`src/rtl/sigmoid_bwd.sv`:
```
`default_nettype none
// +----------------------------------------------------------------------------+
// | Module  : sigmoid_bwd                                                      |
// | Purpose : 3-stage sigmoid backward pass, delta = g * y * (1 - y), with     |
// |           valid/ready handshakes. Define SIGMOID_BWD_ROUND_EN to make both |
// |           fixed-point shifts round half-up instead of truncating (floor).  |
// | Revision: 1.0  initial release                                             |
// +----------------------------------------------------------------------------+
module sigmoid_bwd #(
  parameter int DATA_W = 16
) (
  input  logic              clk,
  input  logic              rstn,
  input  logic [DATA_W-1:0] y_i,
  input  logic [DATA_W-1:0] g_i,
  input  logic              last_i,
  input  logic              in_valid_i,
  output logic              in_ready_o,
  output logic [DATA_W-1:0] delta_o,
  output logic              last_o,
  output logic              out_valid_o,
  input  logic              out_ready_i
);

  localparam int PW = 2*DATA_W + 1;
  localparam logic [PW-1:0] C_HALF = {{(PW-DATA_W){1'b0}}, 1'b1, {(DATA_W-1){1'b0}}};

  logic              v1_q, v2_q, v3_q;
  logic [DATA_W-1:0] y1_q, g1_q, g2_q, s2_q, delta_q;
  logic              last1_q, last2_q, last3_q;

  logic              en;
  logic [DATA_W:0]   om;
  logic [PW-1:0]     p, p_adj;
  logic signed [PW-1:0] q, q_adj;
  logic [DATA_W-1:0] s2_d, delta_d;
  logic              unused_bits;

  // The whole pipe advances in lock-step; only a stalled stage 3 blocks it.
  assign en         = ~v3_q | out_ready_i;
  assign in_ready_o = en;

  always_comb begin
    om    = {1'b1, {DATA_W{1'b0}}} - {1'b0, y1_q};
    p     = PW'(y1_q) * PW'(om);
    q     = $signed({{(DATA_W+1){g2_q[DATA_W-1]}}, g2_q}) *
            $signed({{(DATA_W+1){1'b0}}, s2_q});
`ifdef SIGMOID_BWD_ROUND_EN
    p_adj = p + C_HALF;
    q_adj = q + $signed(C_HALF);
`else
    p_adj = p;
    q_adj = q;
`endif
    // Taking bits [2W-1:W] is the >>W shift; for q it is the arithmetic floor.
    s2_d    = p_adj[2*DATA_W-1:DATA_W];
    delta_d = q_adj[2*DATA_W-1:DATA_W];
  end

  assign unused_bits = ^{p_adj[PW-1], p_adj[DATA_W-1:0], q_adj[PW-1], q_adj[DATA_W-1:0]};

  always_ff @(posedge clk or negedge rstn) begin
    if (!rstn) begin
      v1_q    <= 1'b0;
      v2_q    <= 1'b0;
      v3_q    <= 1'b0;
      y1_q    <= '0;
      g1_q    <= '0;
      g2_q    <= '0;
      s2_q    <= '0;
      delta_q <= '0;
      last1_q <= 1'b0;
      last2_q <= 1'b0;
      last3_q <= 1'b0;
    end else if (en) begin
      v1_q <= in_valid_i;
      if (in_valid_i) begin
        y1_q    <= y_i;
        g1_q    <= g_i;
        last1_q <= last_i;
      end
      v2_q    <= v1_q;
      g2_q    <= g1_q;
      s2_q    <= s2_d;
      last2_q <= last1_q & v1_q;
      v3_q    <= v2_q;
      delta_q <= delta_d;
      // Gating with the valid keeps a stale last flag out of a bubble.
      last3_q <= last2_q & v2_q;
    end
  end

  assign delta_o     = delta_q;
  assign last_o      = last3_q;
  assign out_valid_o = v3_q;

endmodule
`default_nettype wire

```
`config.mk`:
```
export PLATFORM = sky130hd
export DESIGN_NAME = sigmoid_bwd
export DESIGN_NICKNAME = d
export VERILOG_FILES = /design/src/rtl/sigmoid_bwd.sv
export SDC_FILE = /design/constraint.sdc
export NUM_CORES = 1
export LEC_CHECK = 0
export ABC_AREA = 1
export CORE_AREA = 5 5 181 183
export CTS_BUF_LIST = sky130_fd_sc_hd__clkbuf_2 sky130_fd_sc_hd__clkbuf_4 sky130_fd_sc_hd__clkbuf_8
export CTS_CLUSTER_DIAMETER = 120
export CTS_CLUSTER_SIZE = 40
export DETAILED_ROUTE_END_ITERATION = 8
export DIE_AREA = 0 0 186 188
export GPL_TIMING_DRIVEN = 0
export HOLD_SLACK_MARGIN = 0.03
export PLACE_DENSITY = 0.95
export SLEW_MARGIN = 10
export SYNTH_ARGS = -nofsm -noshare
export SYNTH_HDL_FRONTEND = slang
export SYNTH_SLANG_ARGS = --single-unit
```
`constraint.sdc`:
```
create_clock -name clk -period 16.19 [get_ports clk]
set_input_delay 4.0475 -clock clk [delete_from_list [all_inputs] [get_ports clk]]
set_output_delay 4.0475 -clock clk [all_outputs]
set_load 0.05 [all_outputs]
```
**After elaboration in Yosys (flattened, before gate mapping)**

Cells that the tools add are included.

- Bits in registers: 86
- Input port bits: 37
- Output and inout port bits: 19
- Word-level logic and storage cells: 19

- $add $sub $neg: 1
- Multipliers: 2
- Bitwise gates (word level): 4
- Reductions and logical operators: 1

Operators with widths:

| cell | number |
|---|---|
| $mul 16x17->32 | 2 |
| $sub 17x16->17 const A | 1 |
| $and 1x1->1 | 2 |
| $reduce_and 2->1 | 1 |
| $not 1->1 | 1 |
| $or 1x1->1 | 1 |

**Logic depth before layout (Yosys ltp)**

- Word-level depth: 3
- Mapped depth: 35
- Depth with buffers taken out: 34

**Least setup slack after synthesis**

Ideal clock, no wire load.

- Path kind: input to output
- From: input out_ready_i
- To: output in_ready_o
- Arrival: 4833 ps
- Required time: 12142 ps
- Path slack: 7310 ps
- Cell stages on the path: 3
- Path buffers: 1
- Cells stage by stage: nor2_2 > inv_2 > clkbuf_1

- Cells in the longest elaborated chain, start to end: 1

Ends and longest elaborated chain:

| what | line | source |
|---|---|---|
| from (decl) | 22 | `input logic out_ready_i` |
| $or 1x1->1 | 40 | `assign en = ~v3_q \| out_ready_i;` |
| to (decl) | 18 | `output logic in_ready_o,` |

Every way passes these cells.

**Final worst setup path**

Ends and elaborated chain as after synthesis.

==> key figures <==
Worst hold path
  – HP Class: flop to flop
  – WHS Endpoint: g2_q[2]
  – Worst hold path stage count: 2
  – Min-Delay Startpoint: g1_q[2]

CTS
  – Clock-pin slew reported for the worst setup and hold paths after clock tree synthesis: approximately 0.1 ns
  – Clock sink count: 86
  – Number of gates resized after cts: 0
  – Number of buffers inserted during clock tree synthesis: 9
  – Post-CTS setup buffers: 0
  – Post-cts hold buffer count: 0
  – Clock root buffer master: sky130_fd_sc_hd__clkbuf_8
  – Clk Latency, worst-skew pair: 0.45 ns
  – Buffer depth of the longest clock path: 2
  – TritonCTS clock tree: built
  – Max H-tree Level: 3

Floorplanning
  – Number of top-level pins: 56
  – Number of standard-cell rows in the floorplan: 65
  – Core area: 31070 sq um
  – Horiz. Die Dim: between 150 and 200 um
  – Height of the die: ~190 um
  – Initial Util: 0.6986
  – Die outline area: around 35000 sq um

Placed design
  – Post-place instance area: 22820 sq um
  – Total half-perimeter wirelength after legalization and detailed placement: between 50 and 60 mm
  – Count of input and output buffers: 55
  – Final Wtd Congestion: ~1

Global route
  – Number of antenna violations at the first check in global routing: 0
  – Number of global-route vias before repair: 20320
  – Global-route wire length before repair: roughly 110 mm
  – Total routing resource utilization after global routing: 0.3983
  – Largest net degree at the start of global routing: between 50 and 60
  – Overflow after GRT: 0

Yosys
  – Fraction of post-synthesis cell area in the top cell type by area: 0.3680
  – Flop and latch count out of synthesis: 86
  – Number of instances in the synthesized netlist: ~2900
  – Sequential fraction of the synthesis area: 0.09915
  – Number of synthesis warnings: 0
  – Synth cell types: 37
  – Mapped cell area: approximately 22000 sq um
  – Top post-synthesis cells by area: sky130_fd_sc_hd__fa_1 (37%), sky130_fd_sc_hd__nand2_1 (13%), sky130_fd_sc_hd__ha_1 (13%)
  – Mapped Avg Cell Area: roughly 7.6 sq um
  – Most area-hungry cell type in the Yosys netlist: sky130_fd_sc_hd__fa_1

Setup path
  – Element type at the critical path start: input port
  – Crit path DAT: 6.18 ns
  – Critical setup path kind: input port to output port
  – Critical Path Most Common Cell: sky130_fd_sc_hd__clkdlybuf4s50_1
  – Cells on worst reg2reg path: 32
  – Cell-by-cell trace of the critical path: clkdlybuf4s50_1 > nor2_2 > inv_2 > clkbuf_1 > clkdlybuf4s50_1
  – Critical Path Fanout Max: 10
  – Endpoint required time on the critical path: about 12 ns
  – Cell with the largest stage delay on the worst path: sky130_fd_sc_hd__clkdlybuf4s50_1
  – Crit Reg-Reg Endpoint: s2_q[15]
  – Crit-path max cell delay: roughly 0.90 ns
  – Cell family with most CP delay: buffers and inverters
  – Reg-to-reg critical path startpoint: y1_q[0]
  – Worst setup EP type: output port
  – Critical path buffer and inverter count: 4
  – R2r setup slk: between 8 and 9 ns

Final layout
  – Finished layout cell area: between 20000 and 25000 sq um
  – Number of fill cells: 2384
  – Area of combinational cells with multiple inputs: 16330 sq um
  – Total area of sequential cells: between 2000 and 2500 sq um
  – Syn-to-layout area delta: 6.082%
  – Finished Core Util: 0.7411
  – Leading cell type in the layout, fill and taps excluded: sky130_fd_sc_hd__nand2_1
  – Fin nets: roughly 3600
  – Share of final-layout standard cells stronger than drive strength 1: 0.02693
  – Most frequent cells in the layout: sky130_fd_sc_hd__nand2_1 (780), sky130_fd_sc_hd__inv_1 (748), sky130_fd_sc_hd__fa_1 (399)

Timing
  – Worst relative slew slack: 0.4456
  – Final setup TNS: 0 ns
  – Setup violators final: 0
  – Setup repair after global routing missed its margin: false
  – Worst Tran Pin Value: roughly 0.83 ns
  – Layout Skew: 0.02156 ns
  – Fmax achieved: 97.81 MHz
  – Final hold vios: 0
  – Share of the cycle needed by the critical path after routing: 0.6315
  – Pins over their slew limit: 0
  – Post-route minimum period: just over 10 ns

Routing
  – Detailed Routing Iterations Pass 1: 6
  – Iteration-0 DRC count of the detailed router: around 2200
  – Detailed-route wire length per cell: about 20 um
  – ANT nets after route: 0
  – Detailed-route DRC error count: 0
  – Via density: roughly 5.7
  – Wire length reported by the detailed router: 66.19 mm
  – Via count: roughly 19000

Run
  – Max capacitance violation total: 0

Run status
  – Run status: completed
-- Yosys cell counts (all sizes together) --
| library cell | count |
|---|---|
| nand4 | 9 |
| fa | 399 |
| buf | 15 |
| a21oi | 75 |
| a31oi | 2 |
| or2 | 12 |
| and3 | 1 |
| ha | 230 |
| nor4 | 4 |
| dfrtp | 86 |
| nor2 | 211 |
| and2 | 2 |
| mux2 | 17 |
| nand3b | 5 |
| clkinv | 4 |
| nor3 | 16 |
| a21o | 2 |
| conb | 2 |
| inv | 755 |
| clkbuf | 90 |
| xor2 | 3 |
| o21bai | 9 |
| nand3 | 72 |
| o21ai | 35 |
| nand2 | 786 |
| xnor2 | 9 |
-- routing by layer --
| layer | vias to the layer above | share of wire | track usage |
|---|---|---|---|
| li1 | 8374 | - | - |
| met1 | 9263 | 0.40 | 0.5571 |
| met2 | 1222 | 0.42 | 0.5700 |
| met3 | 245 | 0.14 | 0.1352 |
| met4 | 2 | 0.049 | 0.1684 |
| met5 | - | 0.00098 | 0 |
-- through the flow --
step	hold WS, ns	setup WS, ns	cells
2_1_floorplan	0.4364	7.310	2862
3_3_place_gp	0.4545	6.043	3319
6_report	0.4789	5.966	3337
5_1_grt	0.5187	5.895	3336
4_1_cts	0.4812	5.972	3336
3_5_place_dp	0.4581	5.999	3320
-- cell type report --
type                       count  share of cell area
antenna                        1           0.0001087
buffer                       105             0.01820
clock buffer                   9            0.005380
clock inverter                 7            0.003206
inverter                     759              0.1237
multi-input combinational   1912              0.7091
sequential                    86             0.09347
tap                          402             0.02185
timing repair buffer          56             0.02500
-- flip-flops by register name, summed over array words and instances (netlist names), 16 cells and up --
register / count
g1_q: 16
y1_q: 16
delta_o: 16
s2_q: 16
g2_q: 16
-- logic make-up after synthesis --
| logic type | share of synthesized area |
|---|---|
| AOI/OAI and AO/OA | 0.02974 |
| xor gates and xnor gates | 0.004843 |
| adders and majority gates | 0.5006 |
| buffers and inverters | 0.1506 |
| DFF | 0.09915 |
| muxes | 0.008820 |
| other | 0.0003460 |
| and+or+nand+nor | 0.2059 |
-- tightest hold or removal path, delay by kind of cell (launching register included) --
family	cells	cell delay [ns]
AND/OR/NAND/NOR	2	0.10
flip-flops	1	0.35
-- how the worst max path moves through the flow --
stage	startpoint	end	slack (ns)	depth (start not counted)
final	out_ready_i	in_ready_o	5.97	5
after global routing	out_ready_i	in_ready_o	5.90	5
after CTS	out_ready_i	in_ready_o	5.97	5
after detailed placement	out_ready_i	in_ready_o	6.00	5
after global placement	out_ready_i	in_ready_o	6.04	5
after floorplan	out_ready_i	in_ready_o	7.31	3
Power is not shown: default switching activity piles up to over one toggle a cycle in this logic, so the estimate is an artifact.
